--- config.mk ---
export PLATFORM = sky130hd
export DESIGN_NAME = reset_sequencer_flat
export DESIGN_NICKNAME = d
export VERILOG_FILES = /design/src/rtl/reset_sequencer_if.sv /design/src/rtl/reset_sequencer.sv /design/src/flat_wrapper.sv
export SDC_FILE = /design/constraint.sdc
export NUM_CORES = 1
export LEC_CHECK = 0
export CORE_ASPECT_RATIO = 0.8
export CORE_MARGIN = 10
export CORE_UTILIZATION = 45
export DETAILED_ROUTE_END_ITERATION = 6
export GPL_ROUTABILITY_DRIVEN = 1
export HOLD_SLACK_MARGIN = 0.1
export PLACE_DENSITY = 0.68
export RECOVER_POWER = 25
export SETUP_SLACK_MARGIN = 0.4
export SLEW_MARGIN = 0
export SYNTH_ARGS = -nofsm -noshare
export SYNTH_HDL_FRONTEND = slang
export SYNTH_SLANG_ARGS = --single-unit
--- constraint.sdc ---
create_clock -name clk -period 2.1 [get_ports clk]
set_input_delay 0.63 -clock clk [delete_from_list [all_inputs] [get_ports clk]]
set_output_delay 0.63 -clock clk [all_outputs]
set_load 0.03 [all_outputs]
--- src/rtl/reset_sequencer_if.sv ---
// Reset-sequencer control bundle: synchronized reset and soft-reset handshake in,
// staged datapath resets and status out.
// Ports: sync_rst_n, soft_rst_req (host -> sequencer); soft_rst_ack, stage_rst_n, busy, ready (sequencer -> host/datapath).
// master = host/control side that drives the request inputs; slave = the sequencer itself.
interface reset_sequencer_if #(
    parameter int NUM_STAGES = 3
);
    logic                  sync_rst_n;
    logic                  soft_rst_req;
    logic                  soft_rst_ack;
    logic [NUM_STAGES-1:0] stage_rst_n;
    logic                  busy;
    logic                  ready;

    modport master (
        output sync_rst_n,
        output soft_rst_req,
        input  soft_rst_ack,
        input  stage_rst_n,
        input  busy,
        input  ready
    );

    modport slave (
        input  sync_rst_n,
        input  soft_rst_req,
        output soft_rst_ack,
        output stage_rst_n,
        output busy,
        output ready
    );
endinterface

--- src/rtl/reset_sequencer.sv ---
// Sequences per-stage active-low reset release for the BNN datapath after a hold period.
// Latency: stage k released HOLD_CYCLES + k*GAP_CYCLES edges after sync_rst_n is first sampled high; ack one edge after request.
// No backpressure: soft_rst_req is always accepted (unless sync_rst_n is low) and acknowledged with a single-cycle pulse.
//
// Ports: clk, reset_n (async active-low); bus.slave carries sync_rst_n, soft_rst_req,
//        soft_rst_ack, stage_rst_n[NUM_STAGES-1:0] (bit 0 released first), busy, ready.
// Parameter constraints: NUM_STAGES>=1, HOLD_CYCLES>=1, GAP_CYCLES>=1,
//        CNT_W wide enough to hold max(HOLD_CYCLES, GAP_CYCLES).
module reset_sequencer #(
    parameter int NUM_STAGES  = 3,
    parameter int HOLD_CYCLES = 4,
    parameter int GAP_CYCLES  = 2,
    parameter int CNT_W       = 8
) (
    input  logic                   clk,
    input  logic                   reset_n,
    reset_sequencer_if.slave       bus
);

    // idx needs at least one bit even for a single-stage datapath.
    localparam int IDX_W = (NUM_STAGES > 1) ? $clog2(NUM_STAGES) : 1;

    localparam logic [CNT_W-1:0] HOLD_LAST = CNT_W'(HOLD_CYCLES - 1);
    localparam logic [CNT_W-1:0] GAP_LAST  = CNT_W'(GAP_CYCLES - 1);
    localparam logic [IDX_W-1:0] IDX_LAST  = IDX_W'(NUM_STAGES - 1);

    typedef enum logic [1:0] {
        S_HOLD    = 2'd0,
        S_RELEASE = 2'd1,
        S_RUN     = 2'd2
    } state_t;

    state_t                state;
    logic [CNT_W-1:0]      cnt;
    logic [IDX_W-1:0]      idx;
    logic [NUM_STAGES-1:0] stage_q;
    logic                  ack_q;
    logic                  busy_q;
    logic                  ready_q;

    // Single registered FSM. Priority each edge:
    //   sync_rst_n low  > soft_rst_req > normal progression.
    // Both reset causes collapse into the same HOLD entry; only the soft request acks.
    always_ff @(posedge clk or negedge reset_n) begin
        if (!reset_n) begin
            state   <= S_HOLD;
            cnt     <= '0;
            idx     <= '0;
            stage_q <= '0;
            ack_q   <= 1'b0;
            busy_q  <= 1'b1;
            ready_q <= 1'b0;
        end else begin
            // Ack is a pulse; it is only re-raised by an accepted request below.
            ack_q <= 1'b0;

            if (!bus.sync_rst_n) begin
                // Chip-level reset still asserted: request (if any) is dropped, no ack.
                state   <= S_HOLD;
                cnt     <= '0;
                idx     <= '0;
                stage_q <= '0;
                busy_q  <= 1'b1;
                ready_q <= 1'b0;
            end else if (bus.soft_rst_req) begin
                // Accepted soft reset: restart from a fresh hold count in every state,
                // including HOLD itself. Back-to-back requests each get their own ack.
                ack_q   <= 1'b1;
                state   <= S_HOLD;
                cnt     <= '0;
                idx     <= '0;
                stage_q <= '0;
                busy_q  <= 1'b1;
                ready_q <= 1'b0;
            end else begin
                unique case (state)
                    S_HOLD: begin
                        if (cnt == HOLD_LAST) begin
                            // Hold period done: first stage comes out of reset now.
                            stage_q[0] <= 1'b1;
                            cnt        <= '0;
                            if (NUM_STAGES == 1) begin
                                state   <= S_RUN;
                                busy_q  <= 1'b0;
                                ready_q <= 1'b1;
                            end else begin
                                idx   <= IDX_W'(1);
                                state <= S_RELEASE;
                            end
                        end else begin
                            cnt <= cnt + CNT_W'(1);
                        end
                    end

                    S_RELEASE: begin
                        if (cnt == GAP_LAST) begin
                            // Only bit idx is set; lower bits are already 1, which keeps
                            // the vector thermometer-coded.
                            stage_q[idx] <= 1'b1;
                            cnt          <= '0;
                            idx          <= idx + IDX_W'(1);
                            if (idx == IDX_LAST) begin
                                // Last stage released: ready on the same edge.
                                state   <= S_RUN;
                                busy_q  <= 1'b0;
                                ready_q <= 1'b1;
                            end
                        end else begin
                            cnt <= cnt + CNT_W'(1);
                        end
                    end

                    S_RUN: begin
                        stage_q <= '1;
                        busy_q  <= 1'b0;
                        ready_q <= 1'b1;
                    end

                    default: begin
                        // Unreachable encoding: fall back to a clean hold.
                        state   <= S_HOLD;
                        cnt     <= '0;
                        idx     <= '0;
                        stage_q <= '0;
                        busy_q  <= 1'b1;
                        ready_q <= 1'b0;
                    end
                endcase
            end
        end
    end

    assign bus.stage_rst_n  = stage_q;
    assign bus.soft_rst_ack = ack_q;
    assign bus.busy         = busy_q;
    assign bus.ready        = ready_q;

`ifndef SYNTHESIS
    // Thermometer code from bit 0 means the vector is of the form 2^m-1.
    a_thermo: assert property (@(posedge clk) disable iff (!reset_n)
        ((stage_q & (stage_q + NUM_STAGES'(1))) == '0));
    a_ready: assert property (@(posedge clk) disable iff (!reset_n)
        (ready_q == (&stage_q)));
    a_busy: assert property (@(posedge clk) disable iff (!reset_n)
        (busy_q == !ready_q));
`endif

endmodule

--- src/flat_wrapper.sv ---
// flat-port wrapper written by rule: the top's interface ports become plain ports
module reset_sequencer_flat 
#(
    parameter int NUM_STAGES  = 3,
    parameter int HOLD_CYCLES = 4,
    parameter int GAP_CYCLES  = 2,
    parameter int CNT_W       = 8
)
  (clk, reset_n, bus_sync_rst_n, bus_soft_rst_req, bus_soft_rst_ack, bus_stage_rst_n, bus_busy, bus_ready);
  reset_sequencer_if #(.NUM_STAGES(NUM_STAGES)) bus_i ();
  input  logic clk;
  input  logic reset_n;
  input wire logic [$bits(bus_i.sync_rst_n)-1:0] bus_sync_rst_n;
  input wire logic [$bits(bus_i.soft_rst_req)-1:0] bus_soft_rst_req;
  output wire logic [$bits(bus_i.soft_rst_ack)-1:0] bus_soft_rst_ack;
  output wire logic [$bits(bus_i.stage_rst_n)-1:0] bus_stage_rst_n;
  output wire logic [$bits(bus_i.busy)-1:0] bus_busy;
  output wire logic [$bits(bus_i.ready)-1:0] bus_ready;
  assign bus_i.sync_rst_n = bus_sync_rst_n;
  assign bus_i.soft_rst_req = bus_soft_rst_req;
  assign bus_soft_rst_ack = bus_i.soft_rst_ack;
  assign bus_stage_rst_n = bus_i.stage_rst_n;
  assign bus_busy = bus_i.busy;
  assign bus_ready = bus_i.ready;
  reset_sequencer #(.NUM_STAGES(NUM_STAGES), .HOLD_CYCLES(HOLD_CYCLES), .GAP_CYCLES(GAP_CYCLES), .CNT_W(CNT_W)) u_core (.clk(clk), .reset_n(reset_n), .bus(bus_i));
endmodule
### Yosys cells after proc, flatten, opt, wreduce, memory -nomap -nowiden

Index checks and enable logic that the tools add are counted.

| storage, ports and cells | value |
|---|---|
| register bits after elaboration | 18 |
| input bits | 4 |

| operators by class | value |
|---|---|
| $add $sub $neg | 2 |
| order comparisons | 2 |
| equality and inequality tests | 10 |
| mux-type cells | 35 |
| bitwise operators | 1 |
| reduce and logical (&&, ||, !) cells | 7 |

Operators with widths:

| cell | count |
|---|---|
| $mux W8 | 4 |
| $pmux W8 S3 | 1 |
| $pmux W2 S3 | 3 |
| $mux W2 | 8 |
| $mux W1 | 12 |
| $ne A4 B3 Y1 const B | 3 |
| $mux W3 | 3 |
| $pmux W1 S3 | 3 |
| $add A8 B1 Y8 const B | 1 |
| $eq A8 B1 Y1 const B | 1 |
| $eq A8 B2 Y1 const B | 1 |
| $ne A3 B3 Y1 const B | 2 |
| $reduce_and A3 Y1 | 2 |
| $eq A2 B2 Y1 const B | 2 |
| $reduce_and A2 Y1 | 2 |
| $reduce_and A4 Y1 | 1 |
| $lt A2 B3 Y1 const B | 1 |
| $or A3 B3 Y3 | 1 |
| $add A2 B1 Y2 const B | 1 |
| $demux W1 S2 | 1 |
| $eq A2 B1 Y1 const B | 1 |
| $ge A2 B1 Y1 const B | 1 |
| $logic_not A2 Y1 | 1 |
| $logic_and A1 B1 Y1 | 1 |

### Longest topological paths before layout

| logic depth | value |
|---|---|
| depth after elaboration | 9 |
| gate-level depth with buffers | 7 |
| gate-level depth less buffers | 6 |

### Worst setup path before layout

Ideal clock, no wire load.

| path | value |
|---|---|
| path kind | register to register |
| start point | register u_core.cnt[3] |
| end point | register u_core.state[1] |
| library setup time | 0.129 ns |
| data arrival time | 1.545 ns |
| path slack | 0.426 ns |
| cell stages (with the launch flop) | 6 |
| path buffers | 0 |
| period minus slack after synthesis | 1.674 ns |
| cells stage by stage | dfrtp_1 -> nor4_4 -> nand3_4 -> a221oi_4 -> nor2b_1 -> nor3_2 |

| on the way | value |
|---|---|
| longest elaborated chain between the ends | 3 |
| elaborated cells on any way between the ends | 5 |
| those cells by class | eq/ne (4); reduce/logical (1) |

RTL lines:

| element | line | text |
|---|---|---|
| start: declaration | reset_sequencer.sv:34 | `logic [CNT_W-1:0] cnt;` |
| start signal: assignment | reset_sequencer.sv:91 | `cnt <= cnt + CNT_W'(1);` |
| start signal: assignment | reset_sequencer.sv:109 | `cnt <= cnt + CNT_W'(1);` |
| $eq A8 B1 Y1 / $eq A8 B2 Y1 (equally long branches) | reset_sequencer.sv:96, reset_sequencer.sv:78 |  |
| $ne A4 B3 Y1 (no source line) | n/a |  |
| $reduce_and A4 Y1 (no source line) * | n/a |  |
| end signal: assignment | reset_sequencer.sv:88 | `state <= S_RELEASE;` |
| end signal: assignment | reset_sequencer.sv:104 | `state <= S_RUN;` |
| end signal: assignment | reset_sequencer.sv:121 | `state <= S_HOLD;` |
| end: declaration | reset_sequencer.sv:33 | `state_t state;` |

Every way passes the cells marked *; elsewhere a longest branch is shown, timed or not.
A chain may end at the register's enable or synchronous reset.

### Final worst setup path

| path | value |
|---|---|
| start point | register u_core.cnt[2] |
| end point | register u_core.idx[0] |

| on the way | value |
|---|---|
| longest elaborated chain between the ends | 3 |
| elaborated cells on any way between the ends | 5 |
| those cells by class | eq/ne (4); reduce/logical (1) |

RTL lines:

| element | line | text |
|---|---|---|
| $eq A8 B1 Y1 / $eq A8 B2 Y1 (equally long branches) | reset_sequencer.sv:96, reset_sequencer.sv:78 |  |
| $ne A4 B3 Y1 (no source line) | n/a |  |
| $reduce_and A3 Y1 (no source line) * | n/a |  |
| end signal: assignment | reset_sequencer.sv:101 | `idx <= idx + IDX_W'(1);` |
| end: declaration | reset_sequencer.sv:35 | `logic [IDX_W-1:0] idx;` |

Marks and branches as above.

==> results.toml <==
[sta]
rsz0062_at_grt = "yes"
maxSlewHeadroom = 0.3504
tightest_slew_ps = 974.4
tns_ps = 0
max_freq_mhz = 551.8
slew_violations = 0
fin_crit_sh = 0.8630
min_period_ps = 1812
setup_violations = 0
fin_skew_ps = 6.002
hold_viol = 0

[critical_path]
crit_start = "u_core.cnt[2]"
path_class = "reg -> reg"
r2r-start = "u_core.cnt[2]"
cp_max_fo = 5
critPathRequiredTime_ps = 2320
critPathCaptureType = "flop"
arrival_ps = 2030
cp-start-kind = "flop"

[global_routing]
antenna_found_initial = 0
grt_max_degree = 19
grt_pass1_wl_um = 4857
globalRouteOverflowTotal = 0
grt_usage = 0.1190
first_global_vias = 977

[clocking]
postCtsHoldBufs = 0
cts_buffer_depth = 2
cts_buffers = 3
clkSinkCount = 18
clkTransAtPathRegs_ps = 110
clk_latency_ps = 300
cts_tree = "done"
cts-root-buf = "clkbuf_4"
htree_levels = 1

[floorplanning]
initial_core_util = 0.4669
fp.dieH_um = 64.84
coreArea_um2 = 2422
die_area_um2 = 4931
die_w_um = 76.05
io_pins = 10
rows = 16

[routing]
detail_route.vias_per_cell = 5.428
drt.antenna.violating_nets = 0
num_vias = 977
wirelength_um = 2882
drt-initial-drc-count = 85
routedWlPerCell_um = 16.01
dr.pass1.iters = 4
route.detailed.drc = 0

[final_layout]
drive_above_1_share = 0.4236
syn2layout_area_growth_pct = 37.72
final_cell_mix = "dfrtp_1 (17), buf_4 (16), nor2_1 (9)"
antenna_cells = 0
layout_commonest_cell = "dfrtp_1"
layout.nets = 159

[min_path]
min_path_type = "reg -> reg"
min_from = "u_core.bus.busy"

[flow_run]
cap_violations = 0

[yosys]
yosys_warnings = 0
synth.net_count = 127
ys_types = 40
synth-seq-cells = 18
ys_seq_area_frac = 0.3993
netlist_area_um2 = 1131
syn-mean-instance-area_um2 = 10.01
synthCells = 113

[pwr]
p_leak_nw = 0.6748
fin_total_pwr_mw = 0.6291
max-vdd-ir-drop_mv = 0.3165
pwr_density_cell_nw_per_um2 = 403.9

[place]
dp_hpwl_um = 1801
port_buffers = 9
gp_congestion = 0.8336

[run_status]
status = "finished, final reports clean"
[where the power goes]
part	switching, mW	internal, mW	leakage [nW]
registers	0.00347	0.350	0.246
logic	0.0498	0.0422	0.414
clock network	0.110	0.0740	0.0150
total	0.163	0.466	0.675
[critical path, cell delays in order, from the launching register on]
cell and delay, ps:
dfrtp_1 430, nor4_4 380, nand3_4 170, a221oi_4 400, buf_4 180, nor2_2 40, a211oi_2 150
[cell type report]
type                    count  area [µm²]
clock buffers               4       26.28
multi-input cells          86       775.7
flip-flops and latches     18       451.7
inverters                   6       22.52
well taps                  36       45.04
repair buffers             30       236.5
fillers                   179       864.6
[sequential cells by signal, indices dropped and copies added (netlist names)]
name / count
u_core.cnt: 8
u_core.bus.soft_rst_ack: 1
u_core.bus.busy: 1
u_core.bus.stage_rst_n: 3
u_core.idx: 2
u_core.bus.ready: 1
u_core.state: 2
[cell usage after synthesis, drive strengths merged]
cell / number / area share
and3: 3 / 0.017
o2bb2ai: 3 / 0.023
o22ai: 2 / 0.011
a32oi: 1 / 0.014
o311ai: 1 / 0.0077
nor2: 10 / 0.033
nand2b: 6 / 0.033
a31oi: 2 / 0.017
dfrtp: 17 / 0.38
or4: 1 / 0.0066
nand3b: 1 / 0.0066
a211oi: 1 / 0.011
nand3: 4 / 0.033
o31ai: 2 / 0.013
nor4: 1 / 0.019
nand4: 2 / 0.011
mux2i: 1 / 0.0088
a22oi: 2 / 0.013
a22o: 1 / 0.0077
a211o: 1 / 0.0077
or2: 1 / 0.0055
buf: 2 / 0.0088
a21oi: 4 / 0.018
nor3: 2 / 0.013
a21boi: 1 / 0.0066
inv: 6 / 0.020
nand2: 8 / 0.027
nand4b: 1 / 0.0077
and2: 3 / 0.017
a221oi: 1 / 0.023
nor2b: 2 / 0.011
clkbuf: 1 / 0.0033
dfstp: 1 / 0.023
o21ai: 8 / 0.035
ha: 10 / 0.11
[metal layers]
layer / vias up / track usage / routed length, µm
met4: 0 / 0.03241 / 29
met3: 4 / 0.04132 / 99
met5: - / 0 / 0
li1: 470 / - / -
met1: 488 / 0.1500 / 1402
met2: 15 / 0.1896 / 1352
[per-stage QoR]
step	hold WS [ps]	setup slack, ps	util	area [µm²]	cells
global placement	466.1	21.55	0.5480	1328	165
global route	535.0	184.2	0.6431	1558	180
CTS	482.5	227.3	0.6286	1523	177
floorplan	334.4	426.4	-	1131	113
finish	477.9	287.6	0.6431	1558	180
detailed placement	468.5	-59.64	0.5480	1328	165
[what timing repair did]
item | in CTS | in global routing
cloned | 0 | 0
setup endpoints to repair | 23 | 22
resized for setup | 39 | 19
pin swaps | 11 | 8
setup buffers | 8 | 3
[worst paths after layout]
check                                            end  cells after the start  slack (ps)
max                                    u_core.idx[0]                      6         290
min                                  u_core.bus.busy                      2         480
max reg2reg                            u_core.idx[0]                      6         290
min reg2reg                          u_core.bus.busy                      2         480
max in group asynchronous  u_core.bus.stage_rst_n[2]                      2         520
min in group asynchronous              u_core.cnt[3]                      2         990
[kinds of logic (layout without fill, tap and decap cells)]
group / after synthesis / after routing / synth area share
AND/OR/NAND/NOR: 45 / 45 / 0.2401
AO/OA/AOI/OAI: 30 / 30 / 0.2091
flip-flops: 18 / 18 / 0.3993
adder cells (fa/ha/maj): 10 / 10 / 0.1106
buffers and inverters: 9 / 40 / 0.03208
multiplexers: 1 / 1 / 0.008850
Note: power is estimated with default switching activity, not from simulation.
